===== config.mk =====
export PLATFORM = sky130hd
export DESIGN_NAME = fetch_queue
export DESIGN_NICKNAME = d
export VERILOG_FILES = /design/src/rtl/fetch_queue.sv
export SDC_FILE = /design/constraint.sdc
export NUM_CORES = 1
export LEC_CHECK = 0
export CAP_MARGIN = 20
export CORE_ASPECT_RATIO = 0.75
export CORE_MARGIN = 2
export CORE_UTILIZATION = 50
export CTS_CLUSTER_DIAMETER = 30
export DETAILED_ROUTE_END_ITERATION = 12
export PLACE_DENSITY = 0.79
export SLEW_MARGIN = 20
export SYNTH_ARGS = -nofsm -noshare
export SYNTH_HDL_FRONTEND = slang
export SYNTH_SLANG_ARGS = --single-unit

===== constraint.sdc =====
create_clock -name clk -period 3.8 [get_ports clk]
set_input_delay 0.95 -clock clk [delete_from_list [all_inputs] [get_ports clk]]
set_output_delay 0.95 -clock clk [all_outputs]
set_load 0.05 [all_outputs]

===== src/rtl/fetch_queue.sv =====
// Instruction fetch buffer: owns the fetch PC, drives the ibus and queues {pc, instr} pairs for decode.
// Define FETCH_QUEUE_BYPASS_EN to forward a response straight to decode when the queue is empty.
module fetch_queue #(
   parameter int              DEPTH    = 4,
   parameter int              ADDR_W   = 64,
   parameter int              INSTR_W  = 32,
   parameter logic [ADDR_W-1:0] RESET_PC = 64'h8000_0000
) (
   input  logic                      clk,
   input  logic                      reset,
   output logic                      ireq_valid,
   output logic [ADDR_W-1:0]         ireq_addr,
   input  logic                      iresp_data_ok,
   input  logic [INSTR_W-1:0]        iresp_data,
   input  logic                      redirect_valid,
   input  logic [ADDR_W-1:0]         redirect_pc,
   output logic                      out_valid,
   output logic [ADDR_W-1:0]         out_pc,
   output logic [INSTR_W-1:0]        out_instr,
   input  logic                      out_ready,
   output logic [$clog2(DEPTH):0]    out_count
);

   localparam int PTR_W = $clog2(DEPTH);
   localparam int CNT_W = PTR_W + 1;
   localparam logic [CNT_W-1:0] FULL = CNT_W'(DEPTH);

   typedef enum logic [1:0] {IDLE, REQ, DROP} state_t;

   state_t              state, state_n;
   logic [ADDR_W-1:0]   fetch_pc, fetch_pc_n;
   logic [ADDR_W-1:0]   req_addr, req_addr_n;
   logic [PTR_W-1:0]    rd_ptr, wr_ptr;
   logic [CNT_W-1:0]    count, count_n;
   logic [ADDR_W-1:0]   pc_mem    [DEPTH];
   logic [INSTR_W-1:0]  instr_mem [DEPTH];
   logic                has_head, accept, push, pop, bypass_take;
`ifdef FETCH_QUEUE_BYPASS_EN
   logic                bypass;
`endif

   always_comb begin
      has_head = (count != '0);
      accept   = (state == REQ) && iresp_data_ok && !redirect_valid;
`ifdef FETCH_QUEUE_BYPASS_EN
      bypass      = accept && !has_head && reset;
      bypass_take = bypass && out_ready;
`else
      bypass_take = 1'b0;
`endif
      push = accept && !bypass_take;
      pop  = has_head && out_ready && !redirect_valid;

      count_n    = redirect_valid ? '0 : count + CNT_W'(push) - CNT_W'(pop);
      fetch_pc_n = redirect_valid ? redirect_pc :
                   accept         ? fetch_pc + ADDR_W'(4) : fetch_pc;

      state_n = state;
      case (state)
         REQ: begin
            if (redirect_valid)     state_n = iresp_data_ok ? REQ : DROP;
            else if (iresp_data_ok) state_n = (count_n == FULL) ? IDLE : REQ;
         end
         DROP: begin
            if (iresp_data_ok)      state_n = REQ;
         end
         IDLE: begin
            if (redirect_valid || count_n != FULL) state_n = REQ;
         end
         default:                   state_n = REQ;
      endcase

      // The bus address must not move while a request is unanswered, even if fetch_pc was redirected.
      req_addr_n = (state != IDLE && !iresp_data_ok) ? req_addr : fetch_pc_n;
   end

   always_comb begin
      ireq_valid = reset && (state != IDLE);
      ireq_addr  = ireq_valid ? req_addr : '0;
      out_count  = count;
      out_valid  = has_head;
      out_pc     = has_head ? pc_mem[rd_ptr]    : '0;
      out_instr  = has_head ? instr_mem[rd_ptr] : '0;
`ifdef FETCH_QUEUE_BYPASS_EN
      if (bypass) begin
         out_valid = 1'b1;
         out_pc    = fetch_pc;
         out_instr = iresp_data;
      end
`endif
   end

   always_ff @(posedge clk or negedge reset) begin
      if (!reset) begin
         state    <= REQ;
         fetch_pc <= RESET_PC;
         req_addr <= RESET_PC;
         rd_ptr   <= '0;
         wr_ptr   <= '0;
         count    <= '0;
      end else begin
         state    <= state_n;
         fetch_pc <= fetch_pc_n;
         req_addr <= req_addr_n;
         count    <= count_n;
         if (redirect_valid) begin
            rd_ptr <= '0;
            wr_ptr <= '0;
         end else begin
            if (push) wr_ptr <= wr_ptr + PTR_W'(1);
            if (pop)  rd_ptr <= rd_ptr + PTR_W'(1);
         end
      end
   end

   // Storage needs no reset: an entry is only visible once count covers it.
   always_ff @(posedge clk) begin
      if (push) begin
         pc_mem[wr_ptr]    <= fetch_pc;
         instr_mem[wr_ptr] <= iresp_data;
      end
   end

endmodule

==> reports/results.tsv, run 1 <==
stage	metric	value	unit
outcome	status	completed	
pwr	p_clk_frac	0.356	
setup_path	worstPathArrival	2760	ps
cells_and_area	syn2layout_area_growth	33.60	%
drt	wirelength_met1	24.22	mm
setup_path	worst-endpoint-required	2850	ps
clock_network	cts-hold-fix-buffers	0	
global_routing	grt_pass1_wl	85.98	mm
sta	finClkSkew	21.27	ps
drt	wl_per_cell	23.99	microns
clock_network	cts_root_buf	clkbuf_16	
pwr	p_int	14.69	mW
drt	num_vias	13780	
synth	syn_inst	1367	
drt	dr.pass1.iters	6	
floorplan	initial_core_util	0.5045	
sta	finalCritPeriodShare	0.9750	
synth	yosysUniqueCellTypes	53	
clock_network	cts_made_buffers	90	
floorplan	rows	66	
pwr	comb_power_share	0.329	
sta	worst_pin_slew	782.0	ps
global_routing	grt_antenna_before_repair	2	
sta	hold_viol_final	0	
global_routing	grt_pass1_vias	14230	
floorplan	die-area	45280	sq um
drt	route.met2.wl	26.01	mm
synth	syn_area_per_cell	15.94	sq um
drt	drt_iter0_drc	1186	
floorplan	ioPinCount	266	
placement	dp_hpwl	35.93	mm
sta	setup_slack	94.85	ps
synth	synthesis.nets	1476	
clock_network	h-tree-depth	3	
cells_and_area	nNetsFinal	1804	
sta	min_period	3705	ps
pwr	p_switching	7.999	mW
pwr	p_leak	10.91	nW
pwr	pwr-share-seq	0.315	
setup_path	reg2regPathDepth	14	
setup_path	cp-start-kind	register	
sta	max_clock_freq	269.9	MHz
synth	synth_area_leaders	edfxtp_1, dfrtp_1, mux4_2	
drt	vias_per_cell	5.859	
drt	wl	56.43	mm
cells_and_area	layout_common_cells	edfxtp_1, and2_1, dfrtp_1	
clock_network	cts_sinks	521	
synth	yosysWarningCount	0	
sta	setup_viol	0	
cells_and_area	final_common_cell	edfxtp_1	
sta	fin_setup_tns	0	ps
clock_network	clk_pin_slew_worst_paths	50	ps
clock_network	clockBufferDepth	3	
global_routing	grt_max_degree	138	
placement	pre_cts_ws	245.5	ps
drt	dr_wl_met3	4.634	mm
global_routing	grt-ovfl-total	0	
synth	synthArstFlopShare	0.2630	
pwr	cellPowerDensity	779.3	nW/um^2
drt	top_layer	met5	
synth	synth_top_cell_by_area	edfxtp_1	
flow_run	drv_cap	0	
synth	ys_seq_area_frac	0.6867	
pwr	swShare	0.3526	
drt	route.detailed.drc	0	
setup_path	critPathKind	reg -> out	
floorplan	dieHeight	184.8	microns
pwr	ir_drop	0.4353	mV
placement	portBuffers	265	
sta	holdWs	471.9	ps
global_routing	grt_util_all_layers	0.2545	
synth	synth_top_area_frac	0.5292	
pwr	power.total	22.69	mW
clock_network	cts_tree	done	
min_path	min_path_type	in -> async	
cells_and_area	drive_above_1_share	0.2747	
clock_network	clk_latency	610	ps
floorplan	fp.dieW	245.0	microns
placement	place.gp.congestion	0.8948	
synth	syn_area	21790	sq um
sta	slew_violations	0	
setup_path	critPathMaxFanout	36	
synth	ys_ff_latch	521	
cells_and_area	utilization	0.6740	
drt	ant_nets	0	
synth	synth_edf_count	384	
synth	ys.flop_type	edfxtp_1	
sta	rsz0062_at_grt	false	
setup_path	worstSetupEndpointType	primary output	
sta	slew_headroom	0.4786	
floorplan	core	43190	sq um
-- sequential cells by signal, summed over array words and instances (netlist names) --
register / flops
pc_mem: 256
instr_mem: 128
fetch_pc: 64
req_addr: 64
out_count: 3
rd_ptr: 2
state: 2
wr_ptr: 2
-- metal layers --
layer / vias to the layer above / track usage
li1: 5918 / -
met1: 7092 / 0.3689
met2: 647 / 0.3850
met3: 121 / 0.05766
met4: 2 / 0.08488
met5: - / 0
-- kinds of logic after synthesis --
logic type      share of synthesized area
simple gates                       0.1159
fa+ha+maj                        0.004938
compound gates                    0.03101
mux                                0.1229
flops                              0.6867
buf+inv                           0.01637
xor+xnor                          0.02211
-- layout make-up --
class / instances / area [sq um]
repair buffers: 312 / 3779
clock inverters: 66 / 691.9
flip-flops and latches: 521 / 14970
well taps: 578 / 723.2
fillers: 2922 / 14080
diodes: 1 / 2.502
multi-input cells: 758 / 6497
inverters: 12 / 45.04
clock buffers: 104 / 2400
-- worst max-delay path, stage by stage, from the launching register on --
cell and delay, ps:
dfrtp_4 440, buf_12 300, mux4_2 540, and2_1 170, clkdlybuf4s50_1 700
-- synth_stat cells (2+ instances only) --
library cell and n:
or3_1 10, a21oi_1 30, nand3b_1 2, clkbuf_1 56, and3_1 33, or4_4 3
nand3_1 31, o21ai_0 34, mux4_2 96, buf_1 14, ha_1 7, a21o_1 3
nor2b_1 6, nand3_2 3, and4_1 9, buf_6 3, o22ai_1 2, nor4_1 8
edfxtp_1 384, nor2_1 53, dfstp_2 3, dfrtp_1 134, xor2_1 19, o21a_1 2
nor3_1 20, nand2_1 67, a221o_1 19, a2bb2oi_1 2, xnor2_1 36, o31ai_1 6
and2_1 169, mux2_2 45, nand4_1 24, or4_1 2, buf_2 3, inv_1 12
-- metrics by stage --
step,instances,area (sq um)
6_report,2352,29110
3_5_place_dp,2180,25970
2_1_floorplan,1367,21790
4_1_cts,2350,29040
5_1_grt,2351,29110
3_3_place_gp,2180,25970
-- power groups by stage --
stage / Clock, mW / Combinational, mW / Sequential [mW]
after floorplan: 0 / 4.75 / 7.10
after detailed placement: 0 / 7.60 / 7.22
after global placement: 0 / 7.56 / 7.19
after global routing: 8.44 / 7.85 / 7.20
after CTS: 8.16 / 7.55 / 7.13
final: 8.07 / 7.47 / 7.15
-- worst paths after layout --
| kind | startpoint | endpoint | slack, ps |
|---|---|---|---|
| setup / recovery | rd_ptr[0]$_DFFE_PN0P_ | out_pc[16] | 90 |
| hold / removal | reset | req_addr[48]$_DFFE_PN0N_ | 470 |
| setup reg to reg | out_count[1]$_DFF_PN0_ | state[0]$_DFFE_PN1P_ | 620 |
| hold reg to reg | req_addr[31]$_DFFE_PN1N_ | req_addr[31]$_DFFE_PN1N_ | 470 |
| max in group asynchronous | reset | rd_ptr[1]$_DFFE_PN0P_ | 2650 |
| min in group clk | req_addr[31]$_DFFE_PN1N_ | req_addr[31]$_DFFE_PN1N_ | 470 |
-- timing repair --
action / in CTS / in global routing
setup buffers: 0 / 2
setup endpoints to repair: 38 / 26
gates resized for setup: 22 / 24
(Power assumes the default switching activity.)
==> inputs of run 2 (changes only) <==
--- a/config.mk
+++ b/config.mk
@@ -8,10 +8,10 @@
 export CAP_MARGIN = 20
 export CORE_ASPECT_RATIO = 0.75
 export CORE_MARGIN = 2
-export CORE_UTILIZATION = 50
+export CORE_UTILIZATION = 32
 export CTS_CLUSTER_DIAMETER = 30
 export DETAILED_ROUTE_END_ITERATION = 12
-export PLACE_DENSITY = 0.79
+export PLACE_DENSITY = 0.56
 export SLEW_MARGIN = 20
 export SYNTH_ARGS = -nofsm -noshare
 export SYNTH_HDL_FRONTEND = slang
==> run 2 against run 1 <==
Net effect: combinational power grew 2%; clock skew grew 6.9 ps; routed wire length grew 12%; final area grew 2.8%; register-to-register slack lost 40 ps; worst setup slack gained 35 ps; sequential power is essentially flat; clock power grew 13%; sequential share of layout area shrank 1.4 points; global-route usage shrank 7.4 points; highest routed layer unchanged.
==> reports/results.tsv, run 2 (same netlist as run 1, synthesis figures left out) <==
stage	metric	value	unit	change
clock_network	cts_root_buf	clkbuf_16		
cells_and_area	syn2layout_area_growth	37.33	%	
placement	pre_cts_ws	198.7	ps	-46.85 ps
setup_path	critPathMaxStageDelay	690	ps	about the same
cells_and_area	largest_reg_flops	256		unchanged
min_path	min_path_type	in -> async		
global_routing	grt_pass1_vias	14140		-0.64%
drt	vias_per_cell	5.032		-14%
clock_network	clockBufferDepth	3		unchanged
drt	dr.pass1.iters	5		-1
drt	wl	63.24	mm	+12%
setup_path	critPathKind	reg -> out		
cells_and_area	drive_above_1_share	0.2834		+0.008732
sta	setup_viol	0		unchanged
cells_and_area	fin_area	29920	sq um	+2.8%
drt	num_vias	13490		-2.1%
pwr	cellPowerDensity	796.2	nW/um^2	+2.2%
placement	place_area	26340	sq um	+1.4%
drt	ant_nets	0		unchanged
sta	slew_headroom	0.3917		-0.08693
setup_path	crit_buf_inv	2		unchanged
sta	setup_slack	129.5	ps	+34.66 ps
sta	rsz0062_at_grt	false		
pwr	ir_drop	0.3291	mV	-24%
clock_network	h-tree-depth	3		unchanged
clock_network	clk_pin_slew_worst_paths	50	ps	about the same
flow_run	drv_cap	0		unchanged
floorplan	ioPinCount	266		unchanged
global_routing	grt_pass1_wl	93.45	mm	+8.7%
floorplan	core	67100	sq um	+55%
cells_and_area	layout_common_cells	edfxtp_1, and2_1, dfrtp_1		
sta	fin_setup_tns	0	ps	unchanged
drt	route.detailed.drc	0		unchanged
global_routing	grt-ovfl-total	0		unchanged
sta	finClkSkew	28.15	ps	+6.880 ps
floorplan	rows	82		+24%
outcome	status	completed		
global_routing	grt_util_all_layers	0.1807		-0.07377
sta	max_clock_freq	272.4	MHz	+0.94%
drt	drt_iter0_drc	973		-18%
placement	dp_hpwl	40.85	mm	+14%
setup_path	cpMaxStageDelayCell	clkdlybuf4s50_1		
cells_and_area	nNetsFinal	1816		+0.67%
clock_network	cts_tree	done		
sta	finalCritPeriodShare	0.9659		-0.009122
setup_path	worst-endpoint-required	2850	ps	about the same
floorplan	die-area	70210	sq um	+55%
sta	slew_violations	0		unchanged
sta	min_period	3670	ps	-34.66 ps
clock_network	cts_made_buffers	102		+13%
setup_path	worstPathArrival	2720	ps	-40 ps
placement	portBuffers	265		unchanged
setup_path	path_delay_family	buffers and inverters		
sta	worst_pin_slew	904.9	ps	+122.9 ps
cells_and_area	regMostFlops	pc_mem		
pwr	p_leak	10.81	nW	-0.87%
clock_network	cts_sinks	521		unchanged
global_routing	grt_antenna_before_repair	9		+7
drt	wl_per_cell	23.60	microns	-1.6%
clock_network	clk_latency	650	ps	+40 ps
global_routing	grt_max_degree	80		-42%
setup_path	critPathMaxFanout	22		-39%
setup_path	worstSetupEndpointType	primary output		
setup_path	cp-start-kind	register		
cells_and_area	reg.largest.list	pc_mem (256), instr_mem (128)		
floorplan	dieHeight	230.0	microns	+24%
placement	place.gp.congestion	0.7792		-13%
floorplan	initial_core_util	0.3247		-0.1798
setup_path	critical_path.cell_chain	buf_12, mux4_2, and2_1, clkdlybuf4s50_1		
sta	hold_viol_final	0		unchanged
sta	holdWs	154.3	ps	-317.5 ps
cells_and_area	final_common_cell	edfxtp_1		
floorplan	fp.dieW	305.3	microns	+25%
[run 2: cell count changes in the layout (fill, tap and decap cells not counted), sizes merged, moves of 3 or more]
cell and delta:
dlymetal6s2s -23, clkbuf +21, inv -13, dlygate4sd2 +10, buf +7, clkinv +7, clkdlybuf4s50 +5, clkinvlp +5
bufinv +3
[run 2: timing repair]
| action | CTS | global route |
|---|---|---|
| setup buffers | 1 | 0 |
| pin swaps | 1 | 0 |
| cloned | 1 | 0 |
| hold buffers | 0 | 0 |
| endpoints found under the hold margin | 0 | 0 |
| setup endpoints to repair | 42 | 1 |
| gates resized for setup | 32 | 1 |
[run 2: metrics by stage]
stage / instances / total power, mW / util
2_1_floorplan: 1367 / 11.84 / -
3_3_place_gp: 2483 / 15.00 / 0.3926
3_5_place_dp: 2483 / 15.04 / 0.3926
4_1_cts: 2678 / 24.14 / 0.4458
5_1_grt: 2678 / 24.75 / 0.4459
6_report: 2680 / 23.83 / 0.4459
[run 2: final timing paths]
| check | start | endpoint | slack [ps] | cells past startpoint |
|---|---|---|---|---|
| setup / recovery | rd_ptr[0]$_DFFE_PN0P_ | out_instr[10] | 130 | 4 |
| hold / removal | reset | req_addr[46]$_DFFE_PN0N_ | 150 | 1 |
| setup reg to reg | out_count[2]$_DFF_PN0_ | state[0]$_DFFE_PN1P_ | 580 | 13 |
| max in group asynchronous | reset | rd_ptr[1]$_DFFE_PN0P_ | 2360 | 2 |
| hold reg to reg | req_addr[34]$_DFFE_PN0N_ | req_addr[34]$_DFFE_PN0N_ | 470 | 2 |
| min in group clk | req_addr[34]$_DFFE_PN0N_ | req_addr[34]$_DFFE_PN0N_ | 470 | 2 |
[run 2: cell type report]
type	instances	area [sq um]
antenna	2	5.005
clock buffer	125	2839
clock inverter	68	740.7
fill	6005	37180
inverter	12	45.04
multi-input combinational	759	6520
sequential	521	14970
tap	882	1104
timing repair buffer	311	3699
[run 2: power by group]
group	switching, mW	total (mW)	internal (mW)
clock	3.06	9.08	6.02
combinational	4.76	7.59	2.83
sequential	0.405	7.16	6.75
[run 2: worst register-to-register path: cells and delay by family (launching register included)]
family / cells / cell delay (ps)
compound gates: 2 / 250
simple gates: 5 / 1440
xor+xnor: 1 / 130
flops: 1 / 430
fa+ha+maj: 3 / 780
buf+inv: 2 / 100
[run 2: routing by layer]
metal,GRT usage,share of wire
met1,0.2580,0.46
met2,0.2653,0.44
met3,0.05687,0.079
met4,0.04926,0.018
met5,0,0.00085
